--- src/rtl/augreal_pkg.sv ---
// Shared constants for the ZBT bank arbiter: requester ordinals, default widths
// and the default starvation threshold, plus the fixed-priority picker.
package augreal_pkg;

    localparam int unsigned NUM_REQ  = 4;
    localparam int unsigned REQ_NTSC = 3;
    localparam int unsigned REQ_VGA  = 2;
    localparam int unsigned REQ_LPF  = 1;
    localparam int unsigned REQ_PTF  = 0;

    localparam int unsigned LOG_ADDR_DEFAULT     = 19;
    localparam int unsigned LOG_MEM_DEFAULT      = 36;
    localparam int unsigned STARVE_LIMIT_DEFAULT = 15;

    typedef enum logic [1:0] {
        ReqPtf  = 2'd0,
        ReqLpf  = 2'd1,
        ReqVga  = 2'd2,
        ReqNtsc = 2'd3
    } req_id_e;

    // One-hot of the highest-priority set bit: NTSC > VGA > LPF > PTF.
    function automatic logic [NUM_REQ-1:0] fixed_pri(input logic [NUM_REQ-1:0] m);
        logic [NUM_REQ-1:0] g;
        g = '0;
        if (m[REQ_NTSC])     g[REQ_NTSC] = 1'b1;
        else if (m[REQ_VGA]) g[REQ_VGA]  = 1'b1;
        else if (m[REQ_LPF]) g[REQ_LPF]  = 1'b1;
        else if (m[REQ_PTF]) g[REQ_PTF]  = 1'b1;
        return g;
    endfunction

endpackage

--- src/rtl/zbt_read_tag_pipe.sv ---
// Shift register of one-hot read tags; the last stage is the read-return strobe.
// Asynchronous clear drops every tag in flight.
module zbt_read_tag_pipe
    import augreal_pkg::*;
#(
    parameter int unsigned DEPTH = 2
) (
    input  logic               clock,
    input  logic               reset,
    input  logic [NUM_REQ-1:0] tag_i,
    output logic [NUM_REQ-1:0] tag_o
);

    logic [NUM_REQ-1:0] stage_q [DEPTH];

    // Advance every tag one stage per cycle.
    always_ff @(posedge clock or posedge reset) begin
        if (reset) begin
            for (int unsigned i = 0; i < DEPTH; i++) stage_q[i] <= '0;
        end else begin
            stage_q[0] <= tag_i;
            for (int unsigned i = 1; i < DEPTH; i++) stage_q[i] <= stage_q[i-1];
        end
    end

    assign tag_o = stage_q[DEPTH-1];

endmodule

--- src/rtl/zbt_bank_arbiter.sv ---
// Four-requester arbiter in front of a ZBT SRAM port. Fixed priority
// NTSC > VGA > LPF > PTF, one access per cycle, registered memory drives and
// in-order read return through a tag pipeline.
// Optional starvation promotion is enabled by defining ZBT_STARVE_GUARD_EN.
module zbt_bank_arbiter
    import augreal_pkg::*;
#(
    parameter int unsigned LOG_ADDR     = LOG_ADDR_DEFAULT,
    parameter int unsigned LOG_MEM      = LOG_MEM_DEFAULT,
    parameter int unsigned READ_LATENCY = 2,
    parameter int unsigned STARVE_LIMIT = STARVE_LIMIT_DEFAULT
) (
    input  logic                        clock,
    input  logic                        reset,
    input  logic [NUM_REQ-1:0]          req,
    input  logic [NUM_REQ-1:0]          wr,
    input  logic [NUM_REQ*LOG_ADDR-1:0] addr,
    input  logic [NUM_REQ*LOG_MEM-1:0]  wdata,
    input  logic                        freeze,
    output logic [NUM_REQ-1:0]          grant,
    output logic [NUM_REQ-1:0]          rvalid,
    output logic [LOG_MEM-1:0]          rdata,
    output logic [LOG_ADDR-1:0]         mem_addr,
    output logic [LOG_MEM-1:0]          mem_write,
    output logic                        mem_wr,
    output logic                        mem_cen,
    input  logic [LOG_MEM-1:0]          mem_read
);

    logic [LOG_ADDR-1:0] sel_addr;
    logic [LOG_MEM-1:0]  sel_wdata;
    logic                sel_wr;
    logic [NUM_REQ-1:0]  rd_tag_q;
    logic [LOG_MEM-1:0]  rdata_q;

`ifdef ZBT_STARVE_GUARD_EN
    logic [3:0]         wait_q [NUM_REQ];
    logic [NUM_REQ-1:0] starved;

    // Flag requesters whose wait count reached the promotion threshold.
    always_comb begin
        starved = '0;
        for (int unsigned i = 0; i < NUM_REQ; i++) begin
            starved[i] = req[i] && (32'(wait_q[i]) >= STARVE_LIMIT);
        end
    end

    // Starved requesters win over everyone else; fixed order among each group.
    always_comb begin
        if (freeze)           grant = '0;
        else if (|starved)    grant = fixed_pri(starved);
        else                  grant = fixed_pri(req);
    end

    // Saturating wait counters: count while requesting and losing, clear otherwise.
    always_ff @(posedge clock or posedge reset) begin
        if (reset) begin
            for (int unsigned i = 0; i < NUM_REQ; i++) wait_q[i] <= '0;
        end else begin
            for (int unsigned i = 0; i < NUM_REQ; i++) begin
                if (req[i] && !grant[i]) begin
                    if (wait_q[i] != 4'hf) wait_q[i] <= wait_q[i] + 4'd1;
                end else begin
                    wait_q[i] <= '0;
                end
            end
        end
    end
`else
    // Pure fixed priority; freeze blocks every new grant.
    always_comb begin
        grant = freeze ? '0 : fixed_pri(req);
    end
`endif

    // Mux the granted requester's command; all zero when nothing is granted.
    always_comb begin
        sel_addr  = '0;
        sel_wdata = '0;
        sel_wr    = 1'b0;
        for (int unsigned i = 0; i < NUM_REQ; i++) begin
            if (grant[i]) begin
                sel_addr  = sel_addr  | addr[i*LOG_ADDR +: LOG_ADDR];
                sel_wdata = sel_wdata | wdata[i*LOG_MEM +: LOG_MEM];
                sel_wr    = sel_wr    | wr[i];
            end
        end
    end

    // Register the memory drives and the issue-stage read tag.
    always_ff @(posedge clock or posedge reset) begin
        if (reset) begin
            mem_cen   <= 1'b0;
            mem_wr    <= 1'b0;
            mem_addr  <= '0;
            mem_write <= '0;
            rd_tag_q  <= '0;
        end else begin
            mem_cen   <= |grant;
            mem_wr    <= sel_wr;
            mem_addr  <= sel_addr;
            mem_write <= sel_wdata;
            rd_tag_q  <= grant & ~wr;
        end
    end

    zbt_read_tag_pipe #(
        .DEPTH (READ_LATENCY)
    ) u_tag_pipe (
        .clock (clock),
        .reset (reset),
        .tag_i (rd_tag_q),
        .tag_o (rvalid)
    );

    // Capture returned data so rdata holds between returns.
    always_ff @(posedge clock or posedge reset) begin
        if (reset) rdata_q <= '0;
        else       rdata_q <= rdata;
    end

    assign rdata = (|rvalid) ? mem_read : rdata_q;

endmodule
--- config.mk ---
export PLATFORM = sky130hd
export DESIGN_NAME = zbt_bank_arbiter
export DESIGN_NICKNAME = d
export VERILOG_FILES = /design/src/rtl/augreal_pkg.sv /design/src/rtl/zbt_read_tag_pipe.sv /design/src/rtl/zbt_bank_arbiter.sv
export SDC_FILE = /design/constraint.sdc
export NUM_CORES = 1
export LEC_CHECK = 0
export BUFFER_PORTS_ARGS = -buffer_cell sky130_fd_sc_hd__buf_2
export CAP_MARGIN = 5
export CORE_AREA = 3 3 142 144
export DETAILED_ROUTE_END_ITERATION = 8
export DIE_AREA = 0 0 145 147
export GPL_TIMING_DRIVEN = 0
export HOLD_SLACK_MARGIN = 0.1
export PLACE_DENSITY = 0.57
export SKIP_LAST_GASP = 1
export SYNTH_ARGS = -nofsm -noshare
export SYNTH_HDL_FRONTEND = slang
export SYNTH_SLANG_ARGS = --single-unit
--- constraint.sdc ---
create_clock -name clock -period 4.2 [get_ports clock]
set_clock_uncertainty 0.05 [all_clocks]
set_input_delay 0.42 -clock clock [delete_from_list [all_inputs] [get_ports clock]]
set_output_delay 0.42 -clock clock [all_outputs]
set_load 0.02 [all_outputs]
==> load_flow_metrics.sql, run 1 <==
INSERT INTO impl_metrics (metric_group, metric, value, unit) VALUES
('power_and_ir_drop', 'pwr_density_cell', '381', 'mW/mm2'),
('clock_network', 'clockBufferDepth', '2', ''),
('cells_and_area', 'areaGrowthSynthToFinish', '54.1', '%'),
('grt', 'grt_start_max_net_pins', '60', ''),
('worst_setup_path', 'timing_worst_setup_path_type', 'reg -> out', ''),
('floorplan', 'core_region_area', '0.0188', 'mm2'),
('logic_synthesis', 'yosys.area_share.adder', '0', '%'),
('route', 'm1WireLength', '8.09', 'mm'),
('route', 'drt-pass1-iter-count', '4', ''),
('worst_setup_path', 'worst-path-buf-inv', '2', ''),
('sta', 'grt_setup_unrepaired', 'no', ''),
('floorplan', 'initial_core_util', '24.5', '%'),
('sta', 'slew_at_the_pin_closest_to_its_max_slew_limit', '0.709', 'ns'),
('clock_network', 'cts-buffers-inserted', '9', ''),
('power_and_ir_drop', 'power.combinational.fraction', '25.9', '%'),
('run', 'timing.max_cap.violations', '0', ''),
('worst_setup_path', 'timing.reg2reg.setup_slack', '2.32', 'ns'),
('route', 'wl', '19.6', 'mm'),
('worst_setup_path', 'arrival', '2.23', 'ns'),
('grt', 'via_count_of_the_first_global_routing_pass', '4997', ''),
('logic_synthesis', 'post_synthesis_sequential_area_ratio', '57.0', '%'),
('cells_and_area', 'post_route_cells_drive_above_1_share', '54.2', '%'),
('route', 'post-route-drc-count', '0', ''),
('clock_network', 'cts_tree', 'yes', ''),
('clock_network', 'clk_pin_slew_worst_paths', '0.08', 'ns'),
('status', 'run_status', 'finished clean', ''),
('floorplan', 'placementRows', '50', ''),
('cells_and_area', 'num-nets-final', '1070', ''),
('route', 'detailedRoute.firstIterationViolations', '227', ''),
('logic_synthesis', 'synth-simple-area-share', '6.63', '%'),
('route', 'final_antenna_net_count', '0', ''),
('worst_setup_path', 'critPathLaunchType', 'flip-flop', ''),
('worst_setup_path', 'timing.rr.start', 'u_tag_pipe.tag_o[1]$_DFF_PP0_', ''),
('clock_network', 'clock_latency_on_the_worst_skew_pair', '0.34', 'ns'),
('logic_synthesis', 'synth-compound-area-share', '22.8', '%'),
('cells_and_area', 'finalInstanceArea', '0.00710', 'mm2'),
('worst_setup_path', 'cpMaxStageDelayCell', 'sky130_fd_sc_hd__nor4_4', ''),
('grt', 'grt.overflow.total', '0', ''),
('sta', 'slew_headroom', '52.4', '%'),
('place', 'io_buffers', '367', ''),
('power_and_ir_drop', 'p_leak', '3.59', 'nW'),
('power_and_ir_drop', 'switching_share', '32.4', '%'),
('place', 'dp.final_hpwl', '15.5', 'mm'),
('floorplan', 'top_level_i_o_count', '368', ''),
('logic_synthesis', 'synth_top_family_by_area', 'compound AO/OA/AOI/OAI gates', ''),
('logic_synthesis', 'synth.yosys.warnings', '0', ''),
('logic_synthesis', 'synthesis.area', '0.00461', 'mm2'),
('power_and_ir_drop', 'share_clk_of_total_power', '31.5', '%'),
('logic_synthesis', 'synthesis.instances', '424', ''),
('logic_synthesis', 'syn_avg_cell_area', '10.9', 'um2'),
('hold_path', 'min-delay-path-class', 'in -> async', ''),
('grt', 'antenna_found_initial', '1', ''),
('route', 'met3_length', '1.42', 'mm'),
('route', 'met2WireLength', '9.81', 'mm'),
('clock_network', 'ctsResizeCount', '0', ''),
('power_and_ir_drop', 'vdd.ir_drop.worst', '0.206', 'mV'),
('power_and_ir_drop', 'total_switching_power', '0.874', 'mW'),
('route', 'route.detailed.wl_per_inst', '18.3', 'um'),
('clock_network', 'tritoncts_num_sinks', '105', ''),
('floorplan', 'chipWidth', '145', 'um'),
('sta', 'fmax', '371', 'MHz'),
('worst_setup_path', 'cp_top_family', 'simple AND/OR/NAND/NOR gates', ''),
('place', 'gp_congestion', '0.843', ''),
('sta', 'min_period_over_period', '64.3', '%'),
('worst_setup_path', 'regToRegEndpoint', 'rdata_q[31]$_DFF_PP0_', ''),
('route', 'via_count', '4922', ''),
('route', 'highest_layer', 'met4', ''),
('clock_network', 'cts_htree_levels', '3', ''),
('worst_setup_path', 'required', '3.73', 'ns'),
('cells_and_area', 'post-route-util', '37.7', '%'),
('logic_synthesis', 'yosys.area_share.xor_xnor', '0', '%');
[per-stage QoR]
| step | power [mW] | instances | hold slack (ns) | setup WS (ns) |
|---|---|---|---|---|
| 2_1_floorplan | 1.55 | 424 | 0.281 | 0.969 |
| 3_5_place_dp | 1.88 | 1052 | 0.285 | 1.84 |
| 4_1_cts | 2.75 | 1068 | 0.120 | 1.44 |
| 3_3_place_gp | 1.87 | 1051 | 0.282 | -0.493 |
| 5_1_grt | 2.85 | 1069 | 0.139 | 1.37 |
| 6_report | 2.70 | 1069 | 0.108 | 1.50 |
[cells by family (layout without fill, tap and decap cells)]
family,count (synthesis),in the layout
AOI/OAI and AO/OA,168,168
buffers and inverters,45,429
DFF,105,105
muxes,36,36
other,0,1
and+or+nand+nor,70,70
[how the worst max path moves through the flow]
stage / from / to / depth (start not counted)
3_3_place_gp: reset / mem_write[11]$_DFF_PP0_ / 2
3_5_place_dp: req[2] / grant[2] / 6
6_report: u_tag_pipe.tag_o[1]$_DFF_PP0_ / rdata[29] / 4
5_1_grt: u_tag_pipe.tag_o[1]$_DFF_PP0_ / rdata[29] / 4
2_1_floorplan: reset / mem_addr[0]$_DFF_PP0_ / 1
4_1_cts: u_tag_pipe.tag_o[1]$_DFF_PP0_ / rdata[29] / 4
[synth_stat cells (all sizes together)]
cell type / n / share of area [%]
buf: 18 / 2.6
mux2: 36 / 8.8
nand2: 56 / 4.6
and2: 2 / 0.27
a221oi: 56 / 11
clkbuf: 25 / 2.0
nor2: 2 / 0.16
nor4: 3 / 0.73
inv: 2 / 0.16
o21ai: 112 / 12
nor3: 2 / 0.22
dfrtp: 105 / 57
nor2b: 5 / 0.68
[final cells by class]
| cell class | count | area (um2) |
|---|---|---|
| Inverter | 2 | 10.0 |
| Timing Repair Buffer | 368 | 1860 |
| Sequential cell | 105 | 2630 |
| Clock buffer | 9 | 225 |
| Multi-Input combinational cell | 274 | 1760 |
| Fill cell | 1946 | 11700 |
| Tap cell | 260 | 325 |
| Clock inverter | 7 | 72.6 |
| Buffer | 43 | 211 |
| Antenna cell | 1 | 2.50 |
[flip-flops by register name (all words and copies together), names as in the netlist]
register	cells
mem_cen	1
rdata_q	36
mem_write	36
rd_tag_q	4
mem_addr	19
u_tag_pipe.tag_o	4
u_tag_pipe.stage_q	4
mem_wr	1
[worst register-to-register path: stages, from the launching register on]
cell and delay [ns]:
sky130_fd_sc_hd__dfrtp_1 0.41, sky130_fd_sc_hd__nor4_4 0.68, sky130_fd_sc_hd__buf_6 0.26, sky130_fd_sc_hd__mux2_2 0.37
[placed cells by master, fill, tap and decap left out, drive strengths merged, types with 3 or more instances in the layout]
master    n
inv       4
a221oi   56
buf     386
o21ai   112
nor4      3
clkbuf   34
nand2    56
clkinv    5
nor2b     5
mux2     36
dfrtp   105
[power by group through the flow]
stage	Clock [mW]	Combinational (mW)	Sequential, mW
6_report	0.850	0.699	1.15
5_1_grt	0.923	0.758	1.17
4_1_cts	0.887	0.708	1.15
3_5_place_dp	0	0.707	1.17
3_3_place_gp	0	0.698	1.17
2_1_floorplan	0	0.328	1.22
[layer usage]
metal,global-route usage (%),vias up
met5,0,-
met4,4.61,0
met3,4.94,19
met2,30.8,269
met1,21.7,2306
li1,-,2328
Note: power is estimated with default switching activity, not from simulation.
==> run 2, diff against run 1 <==
--- a/config.mk
+++ b/config.mk
@@ -7,9 +7,9 @@
 export LEC_CHECK = 0
 export BUFFER_PORTS_ARGS = -buffer_cell sky130_fd_sc_hd__buf_2
 export CAP_MARGIN = 5
-export CORE_AREA = 3 3 142 144
+export CORE_AREA = 3 3 144 146
 export DETAILED_ROUTE_END_ITERATION = 8
-export DIE_AREA = 0 0 145 147
+export DIE_AREA = 0 0 147 149
 export GPL_TIMING_DRIVEN = 0
 export HOLD_SLACK_MARGIN = 0.1
 export PLACE_DENSITY = 0.57
==> constraint.sdc (replaced) <==
create_clock -name clock -period 2.4 [get_ports clock]
set_clock_uncertainty 0.05 [all_clocks]
set_input_delay 0.24 -clock clock [delete_from_list [all_inputs] [get_ports clock]]
set_output_delay 0.24 -clock clock [all_outputs]
set_load 0.02 [all_outputs]
==> load_flow_metrics.sql, run 2 (same netlist as run 1, synthesis figures left out) <==
INSERT INTO impl_metrics (metric_group, metric, value, unit) VALUES
('power_and_ir_drop', 'total_power', '4.86', 'mW'),
('worst_setup_path', 'setup.worst_path.end', 'mem_write[32]$_DFF_PP0_', ''),
('worst_setup_path', 'critPathLaunchType', 'primary input', ''),
('clock_network', 'tritoncts_num_sinks', '105', ''),
('sta', 'fmax', '443', 'MHz'),
('grt', 'grt_busiest_layer', 'met2', ''),
('floorplan', 'die-height', '149', 'um'),
('worst_setup_path', 'arrival', '2.50', 'ns'),
('status', 'run_status', 'finished clean', ''),
('power_and_ir_drop', 'internal_power', '3.30', 'mW'),
('route', 'avgViaCountPerCell', '4.56', ''),
('route', 'via_count', '5344', ''),
('sta', 'layout_min_cycle_time', '2.26', 'ns'),
('grt', 'antenna_found_initial', '2', ''),
('floorplan', 'chipWidth', '147', 'um'),
('worst_setup_path', 'regToRegEndpoint', 'rdata_q[9]$_DFF_PP0_', ''),
('floorplan', 'initial_core_util', '23.6', '%'),
('floorplan', 'top_level_i_o_count', '368', ''),
('sta', 'setup-tns-final', '0', 'ns'),
('sta', 'slew_at_the_pin_closest_to_its_max_slew_limit', '0.818', 'ns'),
('power_and_ir_drop', 'switching_share', '32.0', '%'),
('floorplan', 'core_region_area', '0.0195', 'mm2'),
('grt', 'use_met2', '32.2', '%'),
('floorplan', 'placementRows', '51', ''),
('sta', 'finalSetupViolations', '0', ''),
('hold_path', 'hold_path_startpoint', 'addr[63]', ''),
('clock_network', 'cts_htree_levels', '3', ''),
('grt', 'grt_pass1_wl', '31.7', 'mm'),
('grt', 'via_count_of_the_first_global_routing_pass', '5703', ''),
('cells_and_area', 'most-common-layout-cells', 'sky130_fd_sc_hd__buf_2, sky130_fd_sc_hd__o21ai_0, sky130_fd_sc_hd__dfrtp_1', ''),
('route', 'wl', '21.1', 'mm'),
('place', 'dp.final_hpwl', '15.9', 'mm'),
('power_and_ir_drop', 'vdd.ir_drop.worst', '0.281', 'mV'),
('power_and_ir_drop', 'p_leak', '4.01', 'nW'),
('place', 'io_buffers', '367', ''),
('power_and_ir_drop', 'share_clk_of_total_power', '30.2', '%'),
('clock_network', 'clk_pin_slew_worst_paths', '0.08', 'ns'),
('worst_setup_path', 'crit_path_max_fanout', '10', ''),
('worst_setup_path', 'register_to_register_path_depth', '4', ''),
('route', 'post-route-drc-count', '0', ''),
('worst_setup_path', 'timing.reg2reg.setup_slack', '0.84', 'ns'),
('power_and_ir_drop', 'power_frac_seq', '41.6', '%'),
('sta', 'grt_setup_unrepaired', 'no', ''),
('power_and_ir_drop', 'power.combinational.fraction', '28.1', '%'),
('grt', 'grt_util_met3', '4.86', '%'),
('clock_network', 'clockBufferDepth', '2', ''),
('cells_and_area', 'post_route_cells_drive_above_1_share', '48.8', '%'),
('clock_network', 'root_buffer', 'sky130_fd_sc_hd__clkbuf_16', ''),
('cells_and_area', 'final_common_cell', 'sky130_fd_sc_hd__buf_2', ''),
('place', 'gp_congestion', '0.859', ''),
('hold_path', 'min-delay-path-class', 'in -> reg', ''),
('route', 'route.detailed.wl_per_inst', '18.0', 'um'),
('cells_and_area', 'areaGrowthSynthToFinish', '75.6', '%'),
('worst_setup_path', 'required', '2.64', 'ns'),
('cells_and_area', 'registers_with_the_most_flip_flops', 'mem_write x36, rdata_q x36, mem_addr x19', ''),
('sta', 'slew_headroom', '45.4', '%'),
('grt', 'globalRouteMet1Util', '22.5', '%'),
('worst_setup_path', 'timing.rr.start', 'u_tag_pipe.tag_o[0]$_DFF_PP0_', ''),
('grt', 'grt_start_max_net_pins', '40', ''),
('grt', 'grt.overflow.total', '0', ''),
('sta', 'finalMaxSlewViolations', '0', ''),
('route', 'drt-pass1-iter-count', '6', ''),
('worst_setup_path', 'timing_worst_setup_path_type', 'in -> reg', ''),
('power_and_ir_drop', 'pwr_density_cell', '600', 'mW/mm2'),
('clock_network', 'cts_tree', 'yes', ''),
('grt', 'gr_usage_total', '18.6', '%'),
('route', 'final_antenna_net_count', '0', ''),
('floorplan', 'die_area', '0.0219', 'mm2'),
('cells_and_area', 'num-nets-final', '1170', ''),
('worst_setup_path', 'cp-end-kind', 'flip-flop', ''),
('cells_and_area', 'num_antenna_cells', '0', ''),
('clock_network', 'clock_latency_on_the_worst_skew_pair', '0.35', 'ns'),
('power_and_ir_drop', 'total_switching_power', '1.55', 'mW'),
('sta', 'min_period_over_period', '94.1', '%'),
('clock_network', 'cts-buffers-inserted', '9', ''),
('route', 'detailedRoute.firstIterationViolations', '271', ''),
('worst_setup_path', 'worstSetupStartpoint', 'freeze', ''),
('sta', 'timing_hold_violations_final', '0', ''),
('run', 'timing.max_cap.violations', '0', ''),
('sta', 'timing.hold.ws', '0.123', 'ns');
==> run 2: changes by cell type in the layout (fill, tap and decap cells not counted), moves of 2 or more <==
cell,change
sky130_fd_sc_hd__clkinvlp_4,+2
sky130_fd_sc_hd__inv_8,+2
sky130_fd_sc_hd__dlygate4sd3_1,+96
sky130_fd_sc_hd__clkinv_8,-2
sky130_fd_sc_hd__buf_12,+2
sky130_fd_sc_hd__buf_4,+3
==> run 2: metal layers <==
metal	share of wire, %	up-vias
li1	-	2526
met1	40	2489
met2	50	288
met3	8.1	37
met4	2.2	4
met5	0.099	-
==> run 2: repair_timing <==
| action | in CTS | in global routing |
|---|---|---|
| cloned | 0 | 0 |
| hold endpoints to repair | 126 | 0 |
| endpoints found under the setup margin | 30 | 1 |
| pin swaps | 1 | 0 |
| buffers inserted | 3 | 0 |
| gates resized for setup | 0 | 3 |
| hold buffers | 96 | 0 |
==> run 2: how the worst min path moves through the flow <==
stage | end | slack (ns) | cells after the start
6_report | mem_addr[6]$_DFF_PP0_ | 0.12 | 3
4_1_cts | rdata_q[19]$_DFF_PP0_ | 0.10 | 2
3_3_place_gp | u_tag_pipe.stage_q[5]$_DFF_PP0_ | 0.28 | 0
2_1_floorplan | rd_tag_q[0]$_DFF_PP0_ | 0.26 | 1
5_1_grt | mem_addr[1]$_DFF_PP0_ | 0.11 | 3
3_5_place_dp | u_tag_pipe.stage_q[4]$_DFF_PP0_ | 0.29 | 0
==> run 2: area by class of cell <==
class / instances / area [um2]
Multi-Input combinational cell: 274 / 1760
Buffer: 43 / 215
Sequential cell: 105 / 2630
Fill cell: 1940 / 11400
Timing Repair Buffer: 468 / 2860
Inverter: 2 / 11.3
Tap cell: 265 / 332
Clock inverter: 7 / 61.3
Clock buffer: 9 / 225
==> run 2: metrics by stage <==
step                      util [%]  setup slack (ns)  instances  instance area [um2]
after CTS                     41.4            0.0859       1173                 8090
after floorplan                  -             0.550        424                 4610
final                         41.5             0.141       1173                 8090
after global routing          41.5            0.0223       1173                 8090
after global placement        34.7            0.0401       1056                 6780
after detailed placement      34.9            0.0282       1058                 6820
==> run 2: power groups by stage <==
stage | clock (mW) | combinational, mW | sequential (mW)
5_1_grt | 1.60 | 1.48 | 2.04
4_1_cts | 1.53 | 1.37 | 2.02
3_5_place_dp | 0 | 1.24 | 2.05
2_1_floorplan | 0 | 0.574 | 2.14
3_3_place_gp | 0 | 1.22 | 2.05
6_report | 1.47 | 1.37 | 2.02
==> run 2: critical path, cell delays in order <==
cell                            delay [ns]
sky130_fd_sc_hd__dlygate4sd3_1        0.55
sky130_fd_sc_hd__buf_2                0.16
sky130_fd_sc_hd__nor2b_1              0.26
sky130_fd_sc_hd__clkbuf_4             0.32
sky130_fd_sc_hd__buf_2                0.28
sky130_fd_sc_hd__nand2_1              0.08
sky130_fd_sc_hd__o21ai_1              0.07
sky130_fd_sc_hd__dlygate4sd3_1        0.55
